### src/rtl/quantize_multi.sv
// Multi-channel fixed-point requantizer: round half-up, saturate, optional ReLU.
// Two-stage valid/ready pipeline with a saturating debug counter of clipped vectors.
`timescale 1ns/1ps

module quantize_multi #(
    parameter int IN_W     = 16,
    parameter int OUT_W    = 8,
    parameter int CH       = 4,
    parameter int FRAC_IN  = 14,
    parameter int FRAC_OUT = 7,
    parameter int CNT_W    = 16
) (
    input  logic                  clk,
    input  logic                  rst_n,
    input  logic                  in_valid,
    output logic                  in_ready,
    input  logic [CH*IN_W-1:0]    data_in,
    input  logic                  relu_en,
    output logic                  out_valid,
    input  logic                  out_ready,
    output logic [CH*OUT_W-1:0]   data_out,
    output logic [CH-1:0]         sat_flag,
    output logic [CNT_W-1:0]      sat_cnt,
    input  logic                  cnt_clr
);

    // SHIFT must be at least 1 so the rounding constant exists.
    localparam int SHIFT = FRAC_IN - FRAC_OUT;
    localparam int XW    = IN_W + 1;

    localparam logic signed [XW-1:0]    RND   = XW'(1) << (SHIFT - 1);
    localparam logic signed [XW-1:0]    MAX_R = XW'((1 << (OUT_W - 1)) - 1);
    localparam logic signed [XW-1:0]    MIN_R = -(XW'(1) << (OUT_W - 1));
    localparam logic signed [OUT_W-1:0] MAX_O = {1'b0, {(OUT_W-1){1'b1}}};
    localparam logic signed [OUT_W-1:0] MIN_O = {1'b1, {(OUT_W-1){1'b0}}};

    logic                 s1_valid;
    logic [CH*IN_W-1:0]   s1_data;
    logic                 s1_relu;
    logic                 s2_valid;
    logic                 en1;
    logic                 en2;

    logic [CH*OUT_W-1:0]  q_data;
    logic [CH-1:0]        q_sat;
    logic signed [IN_W-1:0]  x_in;
    logic signed [XW-1:0]    x_ext;
    logic signed [XW-1:0]    r;
    logic signed [OUT_W-1:0] y;
    logic                    sat;

    // Stage 2 frees when it is empty or draining; stage 1 frees when stage 2 can take its word.
    assign en2       = !s2_valid || out_ready;
    assign en1       = !s1_valid || en2;
    assign in_ready  = en1;
    assign out_valid = s2_valid;

    always_comb begin
        // NOTE: every combinational output gets a default first so no path can infer a latch.
        q_data = '0;
        q_sat  = '0;
        x_in   = '0;
        x_ext  = '0;
        r      = '0;
        y      = '0;
        sat    = 1'b0;
        for (int k = 0; k < CH; k++) begin
            x_in  = s1_data[k*IN_W +: IN_W];
            x_ext = {x_in[IN_W-1], x_in};
            r     = (x_ext + RND) >>> SHIFT;
            if (r > MAX_R) begin
                y   = MAX_O;
                sat = 1'b1;
            end else if (r < MIN_R) begin
                y   = MIN_O;
                sat = 1'b1;
            end else begin
                y   = r[OUT_W-1:0];
                sat = 1'b0;
            end
            // A ReLU-zeroed result is not a clip, even if it first hit the negative rail.
            if (s1_relu && y[OUT_W-1]) begin
                y   = '0;
                sat = 1'b0;
            end
            q_data[k*OUT_W +: OUT_W] = y;
            q_sat[k]                 = sat;
        end
    end

    // NOTE: sequential state uses non-blocking assignments so every register samples pre-edge values.
    always_ff @(posedge clk or negedge rst_n) begin
        if (!rst_n) begin
            s1_valid <= 1'b0;
            s1_data  <= '0;
            s1_relu  <= 1'b0;
            s2_valid <= 1'b0;
            data_out <= '0;
            sat_flag <= '0;
        end else begin
            if (en1) begin
                s1_valid <= in_valid;
                s1_data  <= data_in;
                s1_relu  <= relu_en;
            end
            if (en2) begin
                s2_valid <= s1_valid;
                data_out <= q_data;
                sat_flag <= q_sat;
            end
        end
    end

    // Clear has priority over a coincident increment; count sticks at all-ones.
    always_ff @(posedge clk or negedge rst_n) begin
        if (!rst_n) begin
            sat_cnt <= '0;
        end else if (cnt_clr) begin
            sat_cnt <= '0;
        end else if (s2_valid && out_ready && (|sat_flag) && (sat_cnt != {CNT_W{1'b1}})) begin
            sat_cnt <= sat_cnt + CNT_W'(1);
        end
    end

endmodule
### config.mk
export PLATFORM = sky130hd
export DESIGN_NAME = quantize_multi
export DESIGN_NICKNAME = d
export VERILOG_FILES = /design/src/rtl/quantize_multi.sv
export SDC_FILE = /design/constraint.sdc
export NUM_CORES = 1
export LEC_CHECK = 0
export CAP_MARGIN = 20
export CORE_MARGIN = 3
export CORE_UTILIZATION = 53
export CTS_CLUSTER_SIZE = 20
export DETAILED_ROUTE_END_ITERATION = 12
export HOLD_SLACK_MARGIN = 0.1
export PLACE_DENSITY = 0.95
export SLEW_MARGIN = 5
export SYNTH_ARGS = -nofsm -noshare
export SYNTH_HDL_FRONTEND = slang
export SYNTH_SLANG_ARGS = --single-unit
### constraint.sdc
create_clock -name clk -period 3 [get_ports clk]
set_clock_uncertainty 0.05 [all_clocks]
set_input_delay 0.75 -clock clk [delete_from_list [all_inputs] [get_ports clk]]
set_output_delay 0.75 -clock clk [all_outputs]
set_load 0.02 [all_outputs]
==> results of run 1 <==
cell usage after synthesis, drive strengths merged:
master,instances
a22o,32
nand4,15
a31oi,6
nor2b,5
a32oi,2
ha,5
mux2i,2
dfrtp,95
buf,5
o32a,1
a21boi,1
and2,2
nor3b,1
nand2,31
nand3b,4
clkbuf,10
o31a,1
a2111oi,1
xor2,25
o211ai,6
inv,9
nor2,20
nor4,3
nand2b,5
o221ai,1
nand3,18
nor4b,1
nor3,3
o2111ai,3
and3,9
xnor2,7
o21ai,43
a21oi,5
o21a,1
mux2,37
or2,6
or3,4
or4b,1
a211oi,1
and4,4
o21bai,2
area by class of cell:
class                      count  area share [%]
clock buffer                   9            2.06
clock inverter                 7           0.935
inverter                       9           0.561
multi-input combinational    314            37.7
sequential                    95            39.5
tap                          105            2.18
timing repair buffer         103            17.1
flip-flops by register name, summed over array words and instances (netlist names):
name / cells
s1_data: 40
data_out: 32
sat_cnt: 16
sat_flag: 4
out_valid: 1
s1_relu: 1
s1_valid: 1
layer usage:
| layer | global-route usage, % | part of all wire, % | vias up |
|---|---|---|---|
| met5 | 0 | 0 | - |
| met4 | 7.36 | 1.8 | 0 |
| met3 | 4.15 | 6.5 | 19 |
| met2 | 36.7 | 49 | 130 |
| met1 | 28.0 | 43 | 1811 |
| li1 | - | - | 1799 |
metrics by stage:
| stage | instance area, um^2 | setup slack, ns | utilization [%] | total power, uW |
|---|---|---|---|---|
| global placement | 5840 | 0.125 | 69.0 | 2450 |
| detailed placement | 5840 | 0.140 | 69.0 | 2490 |
| global route | 6020 | 0.0727 | 71.2 | 3420 |
| finish | 6020 | 0.138 | 71.2 | 3240 |
| floorplan | 4750 | 0.446 | - | 2070 |
| CTS | 6020 | 0.128 | 71.2 | 3270 |
worst max-delay path: stages:
cell,delay [ns]
sky130_fd_sc_hd__clkdlybuf4s50_1,0.55
sky130_fd_sc_hd__nor2b_4,0.06
sky130_fd_sc_hd__nand2_2,0.09
sky130_fd_sc_hd__clkdlybuf4s50_1,0.61
power by group through the flow:
stage	combinational, uW	sequential, uW	clock, uW
after floorplan	362	1710	0
after global placement	833	1620	0
after detailed placement	864	1630	0
after CTS	867	1610	801
after global routing	928	1630	859
final	857	1610	776
cells by family after synthesis:
kind of cell / after synthesis
and+or+nand+nor: 132
adders and majority gates: 5
muxes: 39
AOI/OAI and AO/OA: 106
xor gates and xnor gates: 32
DFF: 95
buffers and inverters: 24
worst max path at each step:
stage	endpoint	slack, ns	depth (start not counted)
2_1_floorplan	in_ready	0.45	5
3_3_place_gp	in_ready	0.12	4
3_5_place_dp	in_ready	0.14	4
4_1_cts	in_ready	0.13	4
5_1_grt	in_ready	0.07	4
6_report	in_ready	0.14	4
==> out/qor.log, run 1 <==
qor: run_status.run_status finished clean
qor: logic_synthesis.post_synthesis_simple_gate_area_fraction 15.0%
qor: cts.clk-insertion-delay-late 0.36 ns
qor: setup_path.class_of_the_most_critical_setup_path input port to output port
qor: sta.relSlewSlack 51.4%
qor: drt.drtPass1Iterations 4
qor: finish.finish.cell_count_without_fillers 642
qor: logic_synthesis.syn_avg_cell_area 11.0 um^2
qor: logic_synthesis.ys_seq_elements 95
qor: floorplan.die_w 101 um
qor: worst_hold_path.worst_hold_path_type input port to asynchronous set/reset pin
qor: cts.cts_tree built
qor: cts.cts_repair_resize_count 0
qor: drt.remaining_drc_errors 0
qor: logic_synthesis.synth.cell_area 4750 um^2
qor: logic_synthesis.xor_xnor_share_of_the_synthesized_area 5.91%
qor: cts.cts-buffers-inserted 9
qor: sta.tightestPinTransition 0.729 ns
qor: sta.drv_slew 0
qor: drt.wirelength 10600 um
qor: setup_path.arrival 2.06 ns
qor: logic_synthesis.synth_top_family_by_area compound AO/OA/AOI/OAI gates
qor: logic_synthesis.yosys_warnings 0
qor: floorplan.core.rowCount 33
qor: setup_path.timing.rr.start sat_cnt[6]$_DFFE_PN0P_
qor: cts.clockBufferDepth 2
qor: power.power_switching_share 32.3%
qor: grt.maximum_number_of_pins_on_one_net_before_global_route_repair 59
qor: setup_path.crit_path_max_fanout 2
qor: floorplan.coreArea 8460 um^2
qor: grt.global_route.usage.total 21.7%
qor: grt.first_global_vias 3690
qor: finish.area_delta_synth_final 26.9%
qor: logic_synthesis.synth.area.mux_share 9.20%
qor: cts.number_of_hold_repair_buffers_added_at_the_cts_stage 0
qor: setup_path.cp.required 2.20 ns
qor: logic_synthesis.synthesis.nets 508
qor: logic_synthesis.synth.area.top_cells sky130_fd_sc_hd__dfrtp_1, sky130_fd_sc_hd__mux2_2, sky130_fd_sc_hd__a22o_1, sky130_fd_sc_hd__xor2_1, sky130_fd_sc_hd__o21ai_0
qor: finish.drive_above_1_share 13.6%
qor: sta.fin_tns_setup 0 ns
qor: floorplan.design.die.area 10100 um^2
qor: finish.layout_common_cells sky130_fd_sc_hd__clkdlybuf4s50_1, sky130_fd_sc_hd__dfrtp_1, sky130_fd_sc_hd__mux2_2, sky130_fd_sc_hd__a22o_1, sky130_fd_sc_hd__o21ai_0
qor: cts.cts-htree-levels 3
qor: sta.unrepaired_setup_endpoints_after_global_routing no
qor: place.placement.io_buffers 99
qor: logic_synthesis.synthCells 433
qor: logic_synthesis.sequential_cell_area_fraction_in_the_yosys_report 50.1%
qor: place.place.detailed.hpwl 7840 um
qor: grt.grt_antenna_before_repair 0
qor: logic_synthesis.netlist.area_leader.share 50.1%
qor: floorplan.floorplan.io_pins 124
qor: cts.clock_sinks 95
qor: logic_synthesis.synth_fa_ha_area_share 1.32%
qor: place.post-place-cells 626
qor: place.gpl_wtd_cong 0.912
qor: logic_synthesis.synth-compound-area-share 16.2%
qor: finish.final_net_count 607
qor: cts.clock-root-buffer sky130_fd_sc_hd__clkbuf_8
qor: drt.via_count 3759
qor: grt.grt_overflow_total 0
qor: setup_path.sort_of_element_at_the_start_of_the_critical_path input port
qor: setup_path.r2r_setup_slack 0.86 ns
qor: sta.hold_viol 0
qor: power.p_comb_share 26.4%
qor: cts.post_cts.repair.setup_buffers 0
qor: finish.antennaDiodeCount 0
qor: setup_path.number_of_cells_traversed_by_the_worst_register_to_register_path 5
qor: power.pwr-share-seq 49.6%
qor: logic_synthesis.post_synth_num_cell_types 51
qor: setup_path.worstSetupStartpoint out_ready
qor: finish.n_fill_cell 594
qor: floorplan.dieHeight 101 um
qor: setup_path.reg2reg_to sat_cnt[9]$_DFFE_PN0P_
qor: run.max_cap_viol_count 0
qor: sta.max_clock_freq 349 MHz
qor: floorplan.initial_utilization 56.1%
qor: grt.grt_pass1_wl 17700 um
qor: logic_synthesis.netlist.top_cell.by_area sky130_fd_sc_hd__dfrtp_1
qor: sta.hold-worst-slack 0.387 ns
qor: power.irDropWorstVdd 324 uV
qor: power.power_density 538 nW/um^2
qor: power.power.share.clock 23.9%
qor: sta.timing.final.setup_violations 0
qor: drt.wire_length_per_cell 16.5 um
qor: power.internal_power 2200 uW
qor: power.net-switching-power 1050 uW
qor: finish.multi_input_comb_area 2270 um^2
qor: drt.routed_via_density 5.86
qor: finish.area.sequential 2380 um^2
qor: drt.drt-initial-drc-count 169
qor: finish.layout_commonest_cell sky130_fd_sc_hd__clkdlybuf4s50_1
qor: drt.postRouteAntennaNets 0
qor: setup_path.crit_path_end_kind output port
qor: cts.path_clk_slew 0.10 ns
qor: sta.final_worst_path_period_share 95.4%
qor: sta.min_period 2.86 ns
qor: power.power.static_leakage 0.00249 uW
(Power assumes the default switching activity.)
==> inputs of run 2 (changes only) <==
ABC_CLOCK_PERIOD_IN_PS = 3000   (was default)
CORE_MARGIN = default   (was 3)
==> out/qor.log, run 2 (same netlist as run 1, synthesis figures left out) <==
qor: grt.grt_util_met1 29.0%
qor: floorplan.initial_utilization 54.7%
qor: grt.grt_antenna_before_repair 0
qor: setup_path.timing.rr.start sat_cnt[9]$_DFFE_PN0P_
qor: power.power_density 537 nW/um^2
qor: setup_path.reg2reg_to sat_cnt[9]$_DFFE_PN0P_
qor: grt.globalRouteMet2Util 40.0%
qor: grt.grt_pass1_wl 17500 um
qor: finish.design_area 6020 um^2
qor: setup_path.number_of_cells_traversed_by_the_worst_register_to_register_path 5
qor: floorplan.die_w 96.6 um
qor: place.placement.io_buffers 99
qor: setup_path.worst_path_dominant_cell_family buffers and inverters
qor: finish.registers_with_the_most_flip_flops s1_data (40), data_out (32), sat_cnt (16)
qor: finish.drive_above_1_share 13.0%
qor: finish.multi_input_comb_area 2270 um^2
qor: cts.clk-insertion-delay-late 0.35 ns
qor: sta.min_period 2.88 ns
qor: setup_path.r2r_setup_slack 0.77 ns
qor: drt.drt-initial-drc-count 124
qor: cts.cts_repair_resize_count 0
qor: sta.max_clock_freq 348 MHz
qor: setup_path.worst_path_max_delay_cell sky130_fd_sc_hd__clkdlybuf4s50_1
qor: place.pre_cts_slack 0.146 ns
qor: drt.wire_length_per_cell 16.3 um
qor: finish.layout_common_cells sky130_fd_sc_hd__clkdlybuf4s50_1, sky130_fd_sc_hd__dfrtp_1, sky130_fd_sc_hd__mux2_2, sky130_fd_sc_hd__a22o_1, sky130_fd_sc_hd__o21ai_0
qor: floorplan.coreArea 8680 um^2
qor: grt.maximum_number_of_pins_on_one_net_before_global_route_repair 56
qor: setup_path.worst_path_largest_cell_delay 0.63 ns
qor: setup_path.arrival 2.08 ns
qor: cts.cts_tree built
qor: setup_path.sort_of_element_at_the_start_of_the_critical_path input port
qor: grt.first_global_vias 3729
qor: place.gpl_wtd_cong 0.892
qor: cts.post_cts.repair.setup_buffers 0
qor: drt.routed_via_density 5.88
qor: sta.drv_slew 0
qor: finish.top_register_by_number_of_flip_flops s1_data
qor: finish.antennaDiodeCount 0
qor: drt.via_count 3795
qor: setup_path.critical_path_buf_inv_count 2
qor: setup_path.cp.required 2.20 ns
qor: cts.clock-root-buffer sky130_fd_sc_hd__clkbuf_8
qor: sta.fin_tns_setup 0 ns
qor: floorplan.design.die.area 9340 um^2
qor: finish.area_delta_synth_final 26.9%
qor: cts.clockBufferDepth 2
qor: cts.clock_sinks 95
qor: grt.met3_usage 4.26%
qor: floorplan.dieHeight 96.6 um
qor: drt.wirelength 10500 um
qor: power.power.static_leakage 0.00248 uW
qor: place.dpl-instance-area 5850 um^2
qor: sta.hold_viol 0
qor: drt.postRouteAntennaNets 0
qor: drt.remaining_drc_errors 0
qor: power.irDropWorstVdd 264 uV
qor: grt.busiest_layer met2
qor: place.place.detailed.hpwl 7720 um
qor: setup_path.worstSetupStartpoint out_ready
qor: setup_path.crit_path_end_kind output port
qor: sta.relSlewSlack 55.4%
qor: sta.tightestPinTransition 0.666 ns
qor: grt.grt_overflow_total 0
qor: cts.path_clk_slew 0.08 ns
qor: floorplan.floorplan.io_pins 124
qor: setup_path.crit_path_max_fanout 2
qor: worst_hold_path.worst_hold_path_type input port to asynchronous set/reset pin
qor: sta.worst_slack 0.125 ns
qor: finish.largest_register_ff_count 40
qor: drt.drtPass1Iterations 4
qor: sta.hold-worst-slack 0.320 ns
qor: setup_path.class_of_the_most_critical_setup_path input port to output port
qor: cts.cts-buffers-inserted 9
qor: run.max_cap_viol_count 0
qor: finish.area.sequential 2380 um^2
qor: sta.final_worst_path_period_share 95.8%
qor: sta.unrepaired_setup_endpoints_after_global_routing no
qor: finish.final_net_count 607
qor: setup_path.cp_common_cell sky130_fd_sc_hd__clkdlybuf4s50_1
qor: run_status.run_status finished clean
qor: finish.layout_commonest_cell sky130_fd_sc_hd__clkdlybuf4s50_1
qor: floorplan.core.rowCount 34
qor: setup_path.critical_path.cell_chain clkdlybuf4s50_1, nor2b_4, nand2_2, clkdlybuf4s50_1
qor: cts.number_of_hold_repair_buffers_added_at_the_cts_stage 0
qor: finish.n_fill_cell 632
qor: cts.cts-htree-levels 3
qor: sta.timing.final.setup_violations 0
qor: grt.global_route.usage.total 23.2%
[run 2: cell types whose count changed in the layout (fill, tap and decap cells not counted)]
| cell | change |
|---|---|
| sky130_fd_sc_hd__clkinv_4 | -2 |
| sky130_fd_sc_hd__clkinv_2 | -1 |
| sky130_fd_sc_hd__inv_6 | -3 |
| sky130_fd_sc_hd__clkbuf_1 | +3 |
| sky130_fd_sc_hd__clkinvlp_4 | +1 |
| sky130_fd_sc_hd__clkbuf_8 | +2 |
[run 2: final cells by class]
cell class	instances	share of cell area [%]
sequential	95	39.5
clock inverter	2	0.249
tap	108	2.24
multi-input combinational	314	37.7
clock buffer	14	2.70
timing repair buffer	103	17.1
inverter	9	0.561
[run 2: per-layer routing]
layer / share of wire (%) / vias to the layer above
li1: - / 1794
met1: 43 / 1852
met2: 50 / 130
met3: 5.9 / 19
met4: 1.8 / 0
met5: 0 / -
[run 2: stage by stage]
stage	std cells	power, uW	util, %
2_1_floorplan	433	2070	-
3_3_place_gp	629	2450	67.4
3_5_place_dp	629	2490	67.4
4_1_cts	645	3260	69.4
5_1_grt	645	3400	69.4
6_report	645	3240	69.4
[run 2: how the worst max path moves through the flow]
stage                to  slack (ns)  depth (start not counted)
3_5_place_dp   in_ready        0.15                          4
5_1_grt        in_ready        0.10                          4
6_report       in_ready        0.12                          4
3_3_place_gp   in_ready        0.12                          4
2_1_floorplan  in_ready        0.45                          5
4_1_cts        in_ready        0.13                          4
[run 2: where the power goes]
part / switching (uW) / internal, uW
combinational: 413 / 446
sequential: 169 / 1440
clock: 423 / 349
